File: config.mk
export PLATFORM = sky130hd
export DESIGN_NAME = execute_stage
export DESIGN_NICKNAME = d
export VERILOG_FILES = /design/src/rtl/execute_stage.sv
export SDC_FILE = /design/constraint.sdc
export NUM_CORES = 1
export LEC_CHECK = 0
export ABC_AREA = 1
export CORE_ASPECT_RATIO = 2
export CORE_UTILIZATION = 30
export CTS_BUF_LIST = sky130_fd_sc_hd__clkbuf_4
export CTS_CLUSTER_DIAMETER = 120
export DETAILED_ROUTE_END_ITERATION = 7
export GPL_ROUTABILITY_DRIVEN = 0
export PLACE_DENSITY = 0.56
export SLEW_MARGIN = 20
export SYNTH_ARGS = -nofsm -noshare
export SYNTH_HDL_FRONTEND = slang
export SYNTH_SLANG_ARGS = --single-unit
File: constraint.sdc
create_clock -name clk -period 7.8 [get_ports clk]
set_input_delay 1.56 -clock clk [delete_from_list [all_inputs] [get_ports clk]]
set_output_delay 1.56 -clock clk [all_outputs]
set_load 0.01 [all_outputs]
File: src/rtl/execute_stage.sv
// execute_stage -- RV32I execute pipeline stage (decode -> memory).
//
// Selects the ALU operands, evaluates the ALU, resolves conditional branches
// and jumps, and registers every result into the execute->memory pipeline
// register. The stage has a latency of one cycle. It honours stall and
// invalidate requests from the hazard controller.
//
// Optional feature macro: EXECUTE_FORWARD_EN
//   defined   : adds fwd_mem_* / fwd_wb_* ports. Memory-stage results are
//               forwarded ahead of writeback results. x0 is never forwarded.
//   undefined : rs1/rs2_data_in are used as-is. The controller stalls on hazards.
//
// Ports
//   clk, reset              clock; asynchronous active-high reset
//   stall, invalidate       hold / squash the pipeline register
//   valid_in, pc_in         instruction present, instruction PC
//   rs1/rs2_data_in         register operands (rs2 is also the store data)
//   rs1/rs2_address_in      source register indices (used for forwarding)
//   imm_in, rd_address_in   sign-extended immediate, destination register
//   alu_function_in         ADD SUB SHR SHA SHL AND OR XOR (000..111)
//   alu_sel_pc_in/imm_in    ALU in1 = pc, ALU in2 = imm
//   branch_in, branch_cond_in, jump_in, jalr_in   control-transfer decode
//   load_in, store_in       memory-op flags
//   *_out                   registered execute->memory pipeline fields
module execute_stage #(
  parameter logic [31:0] RESET_VECTOR = 32'h0000_0000
) (
  input  logic        clk,
  input  logic        reset,
  input  logic        stall,
  input  logic        invalidate,
  input  logic        valid_in,
  input  logic [31:0] pc_in,
  input  logic [31:0] rs1_data_in,
  input  logic [31:0] rs2_data_in,
  input  logic [4:0]  rs1_address_in,
  input  logic [4:0]  rs2_address_in,
  input  logic [31:0] imm_in,
  input  logic [4:0]  rd_address_in,
  input  logic [2:0]  alu_function_in,
  input  logic        alu_sel_pc_in,
  input  logic        alu_sel_imm_in,
  input  logic        branch_in,
  input  logic [2:0]  branch_cond_in,
  input  logic        jump_in,
  input  logic        jalr_in,
  input  logic        load_in,
  input  logic        store_in,
`ifdef EXECUTE_FORWARD_EN
  input  logic        fwd_mem_valid,
  input  logic [4:0]  fwd_mem_rd,
  input  logic [31:0] fwd_mem_data,
  input  logic        fwd_wb_valid,
  input  logic [4:0]  fwd_wb_rd,
  input  logic [31:0] fwd_wb_data,
`endif
  output logic        valid_out,
  output logic [31:0] alu_result_out,
  output logic [31:0] store_data_out,
  output logic [4:0]  rd_address_out,
  output logic        load_out,
  output logic        store_out,
  output logic        branch_taken_out,
  output logic [31:0] branch_target_out
);

  localparam logic [2:0] FN_ADD = 3'b000;
  localparam logic [2:0] FN_SUB = 3'b001;
  localparam logic [2:0] FN_SHR = 3'b010;
  localparam logic [2:0] FN_SHA = 3'b011;
  localparam logic [2:0] FN_SHL = 3'b100;
  localparam logic [2:0] FN_AND = 3'b101;
  localparam logic [2:0] FN_OR  = 3'b110;
  localparam logic [2:0] FN_XOR = 3'b111;

  localparam logic [2:0] BR_EQ  = 3'b000;
  localparam logic [2:0] BR_NE  = 3'b001;
  localparam logic [2:0] BR_LT  = 3'b100;
  localparam logic [2:0] BR_GE  = 3'b101;
  localparam logic [2:0] BR_LTU = 3'b110;
  localparam logic [2:0] BR_GEU = 3'b111;

  logic [31:0] w_rs1;
  logic [31:0] w_rs2;
  logic [31:0] w_in1;
  logic [31:0] w_in2;
  logic [4:0]  w_shamt;
  logic [31:0] w_alu;
  logic        w_cond;
  logic        w_taken;
  logic [31:0] w_target;
  logic [31:0] w_result;

  logic        r_valid;
  logic [31:0] r_result;
  logic [31:0] r_store_data;
  logic [4:0]  r_rd;
  logic        r_load;
  logic        r_store;
  logic        r_taken;
  logic [31:0] r_target;

`ifdef EXECUTE_FORWARD_EN
  // Operand forwarding: the memory stage is younger than writeback, so it wins.
  always_comb begin
    w_rs1 = rs1_data_in;
    w_rs2 = rs2_data_in;
    if (rs1_address_in != 5'd0 && fwd_mem_valid && fwd_mem_rd == rs1_address_in) begin
      w_rs1 = fwd_mem_data;
    end else if (rs1_address_in != 5'd0 && fwd_wb_valid && fwd_wb_rd == rs1_address_in) begin
      w_rs1 = fwd_wb_data;
    end else begin
      w_rs1 = rs1_data_in;
    end
    if (rs2_address_in != 5'd0 && fwd_mem_valid && fwd_mem_rd == rs2_address_in) begin
      w_rs2 = fwd_mem_data;
    end else if (rs2_address_in != 5'd0 && fwd_wb_valid && fwd_wb_rd == rs2_address_in) begin
      w_rs2 = fwd_wb_data;
    end else begin
      w_rs2 = rs2_data_in;
    end
  end
`else
  // Without forwarding, the register-file values are already correct (hazards stall).
  assign w_rs1 = rs1_data_in;
  assign w_rs2 = rs2_data_in;
  logic w_unused_addr;
  assign w_unused_addr = &{1'b0, rs1_address_in, rs2_address_in};
`endif

  assign w_in1   = alu_sel_pc_in  ? pc_in  : w_rs1;
  assign w_in2   = alu_sel_imm_in ? imm_in : w_rs2;
  assign w_shamt = w_in2[4:0];

  // ALU evaluation.
  always_comb begin
    w_alu = 32'h0;
    case (alu_function_in)
      FN_ADD:  w_alu = w_in1 + w_in2;
      FN_SUB:  w_alu = w_in1 - w_in2;
      FN_SHR:  w_alu = w_in1 >> w_shamt;
      FN_SHA:  w_alu = $unsigned($signed(w_in1) >>> w_shamt);
      FN_SHL:  w_alu = w_in1 << w_shamt;
      FN_AND:  w_alu = w_in1 & w_in2;
      FN_OR:   w_alu = w_in1 | w_in2;
      FN_XOR:  w_alu = w_in1 ^ w_in2;
      default: w_alu = 32'h0;
    endcase
  end

  // Branch condition. The codes 010 and 011 are not branches, so they are never taken.
  always_comb begin
    w_cond = 1'b0;
    case (branch_cond_in)
      BR_EQ:   w_cond = (w_rs1 == w_rs2);
      BR_NE:   w_cond = (w_rs1 != w_rs2);
      BR_LT:   w_cond = ($signed(w_rs1) <  $signed(w_rs2));
      BR_GE:   w_cond = ($signed(w_rs1) >= $signed(w_rs2));
      BR_LTU:  w_cond = (w_rs1 <  w_rs2);
      BR_GEU:  w_cond = (w_rs1 >= w_rs2);
      default: w_cond = 1'b0;
    endcase
  end

  assign w_taken  = valid_in & (jump_in | (branch_in & w_cond));
  // JALR clears bit 0 of the target. Every other transfer is PC-relative.
  assign w_target = jalr_in ? ((w_rs1 + imm_in) & ~32'h1) : (pc_in + imm_in);
  // A jump writes the link address to rd, so the ALU output is unused for it.
  assign w_result = jump_in ? (pc_in + 32'd4) : w_alu;

  // Execute->memory pipeline register. Priority: reset > invalidate > stall > load.
  always_ff @(posedge clk or posedge reset) begin
    if (reset) begin
      r_valid      <= 1'b0;
      r_result     <= 32'h0;
      r_store_data <= 32'h0;
      r_rd         <= 5'd0;
      r_load       <= 1'b0;
      r_store      <= 1'b0;
      r_taken      <= 1'b0;
      r_target     <= RESET_VECTOR;
    end else if (invalidate) begin
      r_valid <= 1'b0;
      r_taken <= 1'b0;
      r_load  <= 1'b0;
      r_store <= 1'b0;
    end else if (stall) begin
      r_valid <= r_valid;
      r_taken <= r_taken;
      r_load  <= r_load;
      r_store <= r_store;
    end else begin
      r_valid      <= valid_in;
      r_result     <= w_result;
      r_store_data <= w_rs2;
      r_rd         <= rd_address_in;
      r_load       <= valid_in & load_in;
      r_store      <= valid_in & store_in;
      r_taken      <= w_taken;
      r_target     <= w_target;
    end
  end

  assign valid_out         = r_valid;
  assign alu_result_out    = r_result;
  assign store_data_out    = r_store_data;
  assign rd_address_out    = r_rd;
  assign load_out          = r_load;
  assign store_out         = r_store;
  assign branch_taken_out  = r_taken;
  assign branch_target_out = r_target;

endmodule

* Yosys cells after proc, flatten, opt, wreduce, memory -nomap -nowiden
Cells that the tools add are included.
** Word-level totals
- Logic and storage cells :: 62
- Bits of input ports :: 161
- Output and inout port bits :: 105
- Register bits after elaboration :: 105
** Operators by class
- Shifts and indexed selects :: 3
- Bitwise operators :: 10
- Add/subtract/negate cells :: 5
- Magnitude comparators :: 4
- Muxes and demuxes :: 14
- Reduce and logical (&&, ||, !) cells :: 3
- Eq/ne operators :: 15
** Operator list (number)
- case mux 32 bit (8 select lines) :: 1
- two-way mux 32 bit :: 4
- adder 32 bit :: 3
- greater-or-equal comparator 32 bit :: 2
- less-than comparator 32 bit :: 2
- adder 32 x 3 -> 32 bit (second input constant) :: 1
- AND 32 bit :: 1
- == test 32 bit :: 1
- != test 32 bit :: 1
- bitwise OR 32 bit :: 1
- << shifter 32 x 5 -> 32 bit :: 1
- right shift 32 x 5 -> 32 bit :: 1
- >>> shifter 32 x 5 -> 32 bit :: 1
- subtractor 32 bit :: 1
- XOR 32 bit :: 1
- == test 3 bit (second input constant) :: 8
- two-way mux 1 bit :: 8
- == test 3 x 1 -> 1 bit (second input constant) :: 2
- == test 3 x 2 -> 1 bit (second input constant) :: 2
- zero test 3 bit :: 2
- case mux 1 bit (6 select lines) :: 1
- AND 1 bit :: 4
- != test 2 x 1 -> 1 bit (second input constant) :: 1
- inverter 1 bit :: 2
- other kinds (2) :: 2

* Logic depth before layout (Yosys ltp)
- Depth after elaboration :: 7
- Depth in mapped cells :: 30
- Mapped depth without buffers :: 26

* Worst setup path before layout
OpenSTA, ideal clock, no wires.
- Path type :: input-to-reg
- From :: input alu_sel_imm_in
- To :: register r_result[31] (netlist: alu_result_out[31])
- Cell stages on the path :: 29
- Required time :: 7683 ps
- Path buffers :: 4
- Arrival time :: 4708 ps
- Library setup time :: 117 ps
- Slack :: 2975 ps
- Cells stage by stage :: buf_6 buf_12 nand2_2 o21ai_4 inv_6 buf_6 buf_6 ha_1 nand4_1 nor2_2 inv_2 nor2_2 nand3_1 o21ai_2 nand2_1 xor2_1 ha_1 nand2_1 nand2_1 a31oi_1 nor2_1 nor3b_1 nand3_1 inv_1 nand2_1 nand3_1 nand2_1 nand3_1 nand2_1
** On the way
- Word-level cells in the longest chain between the ends :: 4
- Elaborated cells between the ends (all ways) :: 11
- Those cells by class :: add/sub (2); shift (3); mux (3); bitwise (3)
** Ends and longest elaborated chain
- start, declared :: line 42 : input logic alu_sel_imm_in,
- two-way mux 32 bit (*) :: line 132 : assign w_in2 = alu_sel_imm_in ? imm_in : w_rs2;
- subtractor 32 bit, or another cell as far along :: line 140 : FN_SUB: w_alu = w_in1 - w_in2;
- case mux 32 bit (8 select lines) (*) :: line 138 : case (alu_function_in)
- two-way mux 32 bit (*) :: line 169 : assign w_result = jump_in ? (pc_in + 32'd4) : w_alu;
- end signal, assigned :: line 194 : r_result <= w_result;
- end, declared :: line 95 : logic [31:0] r_result;
Mark *: on every way between the ends. The rest lies on a longest branch, timed or not.
A chain may end at the register's enable or synchronous reset.

* Worst setup path in the final report
- From :: input alu_sel_imm_in
- To :: register r_result[29] (netlist: alu_result_out[29])
The elaborated chain is that of the path after synthesis.

==> results.yml <==
status:
  status: "finished, final reports clean"
placed_design:
  placed_cells: 4175
  portBuffers: 255
  place_area_sq_um: 21600
  dp_slack_ns: 1.45
  hpwl_mm: 80.3
finish:
  final_area_sq_um: 21800
  drive_above_1_share: 0.0302
  num-nets-final: 3761
  fin_cells: 4200
  syn_to_final_growth_pct: 18.5
  final_common_cell: "nand2_1"
  final_cell_mix: "nand2_1, inv_1, nand3_1"
clocking:
  cts_tree: "yes"
  hold_buffers: 0
  clock_sinks: 105
  post-cts-setup-buffers: 0
  cts_made_buffers: 9
  cts_root_buf: "clkbuf_4"
  clk-insertion-delay-late_ns: 0.68
  htreeDepth: 3
  clk_pin_slew_ns: 0.21
  clockBufferDepth: 2
  ctsResizeCount: 0
timing:
  skew_ns: 0
  hold_viol: 0
  finalCritPeriodShare: 0.753
  finalSetupViolCount: 0
  tightest_slew_ns: 1.18
  rsz0062_at_grt: "false"
  max_freq_mhz: 170
  slew_viol_final: 0
  slew_headroom: 0.208
  fin_ws_ns: 1.93
  min_period_ns: 5.87
  fin_setup_tns_ns: 0
run:
  maxCapViolCount: 0
global_routing:
  antenna_found_initial: 13
  grt-ovfl-total: 0
  grt_pass1_vias: 23100
  track_usage: 0.320
  grt_pass1_wl_mm: 144
  grt_max_degree: 78
die:
  rows: 128
  core_sq_um: 60700
  start_util: 0.303
  dieArea_sq_um: 62300
  io_pins: 266
  die_x_um: 177
  die_h_um: 352
synth:
  synthesis.area_sq_um: 18400
  netlist_instances: 3218
  yosys_warnings: 0
  ys_seq_area_frac: 0.143
  synthArstFlopShare: 1.00
  ys_ff_latch: 105
  synth_top_area_frac: 0.227
  ys_top_cells_by_area: "nand2_1, dfrtp_1, ha_1, nand3_1, inv_1"
  syn_area_per_cell_sq_um: 5.71
  ys_types: 56
  synth_fp_nets: 3573
  synth_edf_count: 0
  yosysTopAreaCell: "nand2_1"
  ys.flop_type: "dfrtp_1"
critical_path:
  criticalPathCategory: "input port to flip-flop"
  cpPeakStageDelay_ns: 0.54
  cpMaxStageDelayCell: "nor2_1"
  path_buf_inv: 2
  cp.required_ns: 8.36
  path_depth: 20
  crit_path_start_kind: "input port"
  crit_fanout: 43
  r2r_slack_ns: 7.00
  cp_top_family: "simple AND/OR/NAND/NOR gates"
  crit_arrival_ns: 6.43
  cpMostUsedCell: "nand2_1"
  reg2regPathDepth: 2
  endpoint_kind: "flip-flop"
  path_cells: "buf_2 > buf_4 > o21ai_0 > nor4_1 > nand3_1 > o21ai_2 > o21ai_1 > xor2_1 > ha_1 > nand2_1 > nor2_1 > nand2_1 > nor2_1 > nor2_1 > nand2_1 > nand2_1 > nand3_1 > nand4_1 > nand3_1 > nand2_1"
hold_path:
  hold_path_class: "flip-flop to flip-flop"
  worstHoldPathCells: 2
power_and_ir_drop:
  p_comb_frac: 0.635
  power_switching_w: 0.00153
  vdd_drop_max_mv: 0.0821
  leakage_nw: 11.1
  internal_power_w: 0.00137
  clockPowerShare: 0.128
  power.density_nw_per_um2: 133
  seq_power_share: 0.236
  swShare: 0.527
route:
  drc: 0
  ant_nets: 0
  wl_per_cell_um: 24.0
  wirelength_mm: 101
  via_per_inst: 5.54
  firstDrtPassIters: 7
  drt_iter0_drc: 2001
  dr_total_vias: 23300
stage by stage:
stage,utilization,total power (W),hold slack [ns]
5_1_grt,0.359,0.00308,0.537
3_5_place_dp,0.356,0.00246,0.464
2_1_floorplan,-,0.00173,0.509
6_report,0.359,0.00289,0.505
4_1_cts,0.358,0.00284,0.508
3_3_place_gp,0.356,0.00246,0.462
worst register-to-register path, stage by stage (launching register included):
cell and delay, ns:
dfrtp_1 0.50, nand2_1 0.10, o21ai_0 0.08
cells by family (layout without fill, tap and decap cells):
kind of cell               count (synthesis)  after routing  synth area share
muxes                                      1              1          0.000544
DFF                                      105            105             0.143
buffers and inverters                    475            668             0.106
and+or+nand+nor                         1786           1786             0.403
other                                      0              9                 0
xor gates and xnor gates                  71             71            0.0338
AOI/OAI and AO/OA                        586            586             0.180
adders and majority gates                194            194             0.133
routing by layer:
layer | global-route usage | share of wire | routed length [um]
met1 | 0.310 | 0.33 | 33700
met2 | 0.562 | 0.50 | 49900
met3 | 0.0521 | 0.060 | 6090
met4 | 0.310 | 0.11 | 10800
met5 | 0 | 0.00036 | 36
final timing paths:
path	from	end
hold reg to reg	branch_target_out[0]	branch_target_out[0]
min in group asynchronous	reset	store_data_out[19]
hold / removal	branch_target_out[0]	branch_target_out[0]
setup / recovery	alu_sel_imm_in	alu_result_out[29]
max in group asynchronous	reset	store_data_out[16]
setup reg to reg	store_data_out[17]	store_data_out[17]
synthesized netlist by cell type (3+ instances only):
cell       count
a211oi_1       7
a21o_1        13
a21oi_1      218
a221oi_1       9
a22oi_1        4
a31oi_1       28
buf_1          7
buf_2         24
buf_4          9
buf_6          9
clkbuf_1      56
dfrtp_1      105
fa_1           3
ha_1         191
inv_1        355
inv_2         12
nand2_1     1114
nand3_1      304
nand3b_1       8
nand4_1       55
nor2_1       240
nor2_2        11
nor3_1        24
nor3_2         4
nor4_1         8
o2111ai_1      9
o211ai_1      14
o21a_1        14
o21ai_0      203
o21ai_1       27
o21ai_2        6
o21ai_4        3
o21bai_1      18
or2_2          7
xnor2_1       11
xor2_1        60
flip-flops by register name, indices dropped and copies added, names as in the netlist:
register and cells:
store_data_out 32, branch_taken_out 1, load_out 1, rd_address_out 5, branch_target_out 32, store_out 1, alu_result_out 32, valid_out 1
layout make-up:
| cell class | count | area, sq um |
|---|---|---|
| tap | 780 | 976 |
| multi-input combinational | 2638 | 13800 |
| fill | 6870 | 38900 |
| antenna | 9 | 22.5 |
| inverter | 368 | 1390 |
| clock inverter | 7 | 83.8 |
| sequential | 105 | 2630 |
| clock buffer | 9 | 67.6 |
| timing repair buffer | 284 | 2770 |
power by group through the flow:
stage	combinational (W)	sequential [W]	clock, W
after detailed placement	0.00177	0.000694	0
after CTS	0.00177	0.000685	0.000382
after global placement	0.00176	0.000696	0
final	0.00184	0.000684	0.000371
after floorplan	0.00100	0.000722	0
after global routing	0.00199	0.000694	0.000391
Note: power is estimated with default switching activity, not from simulation.
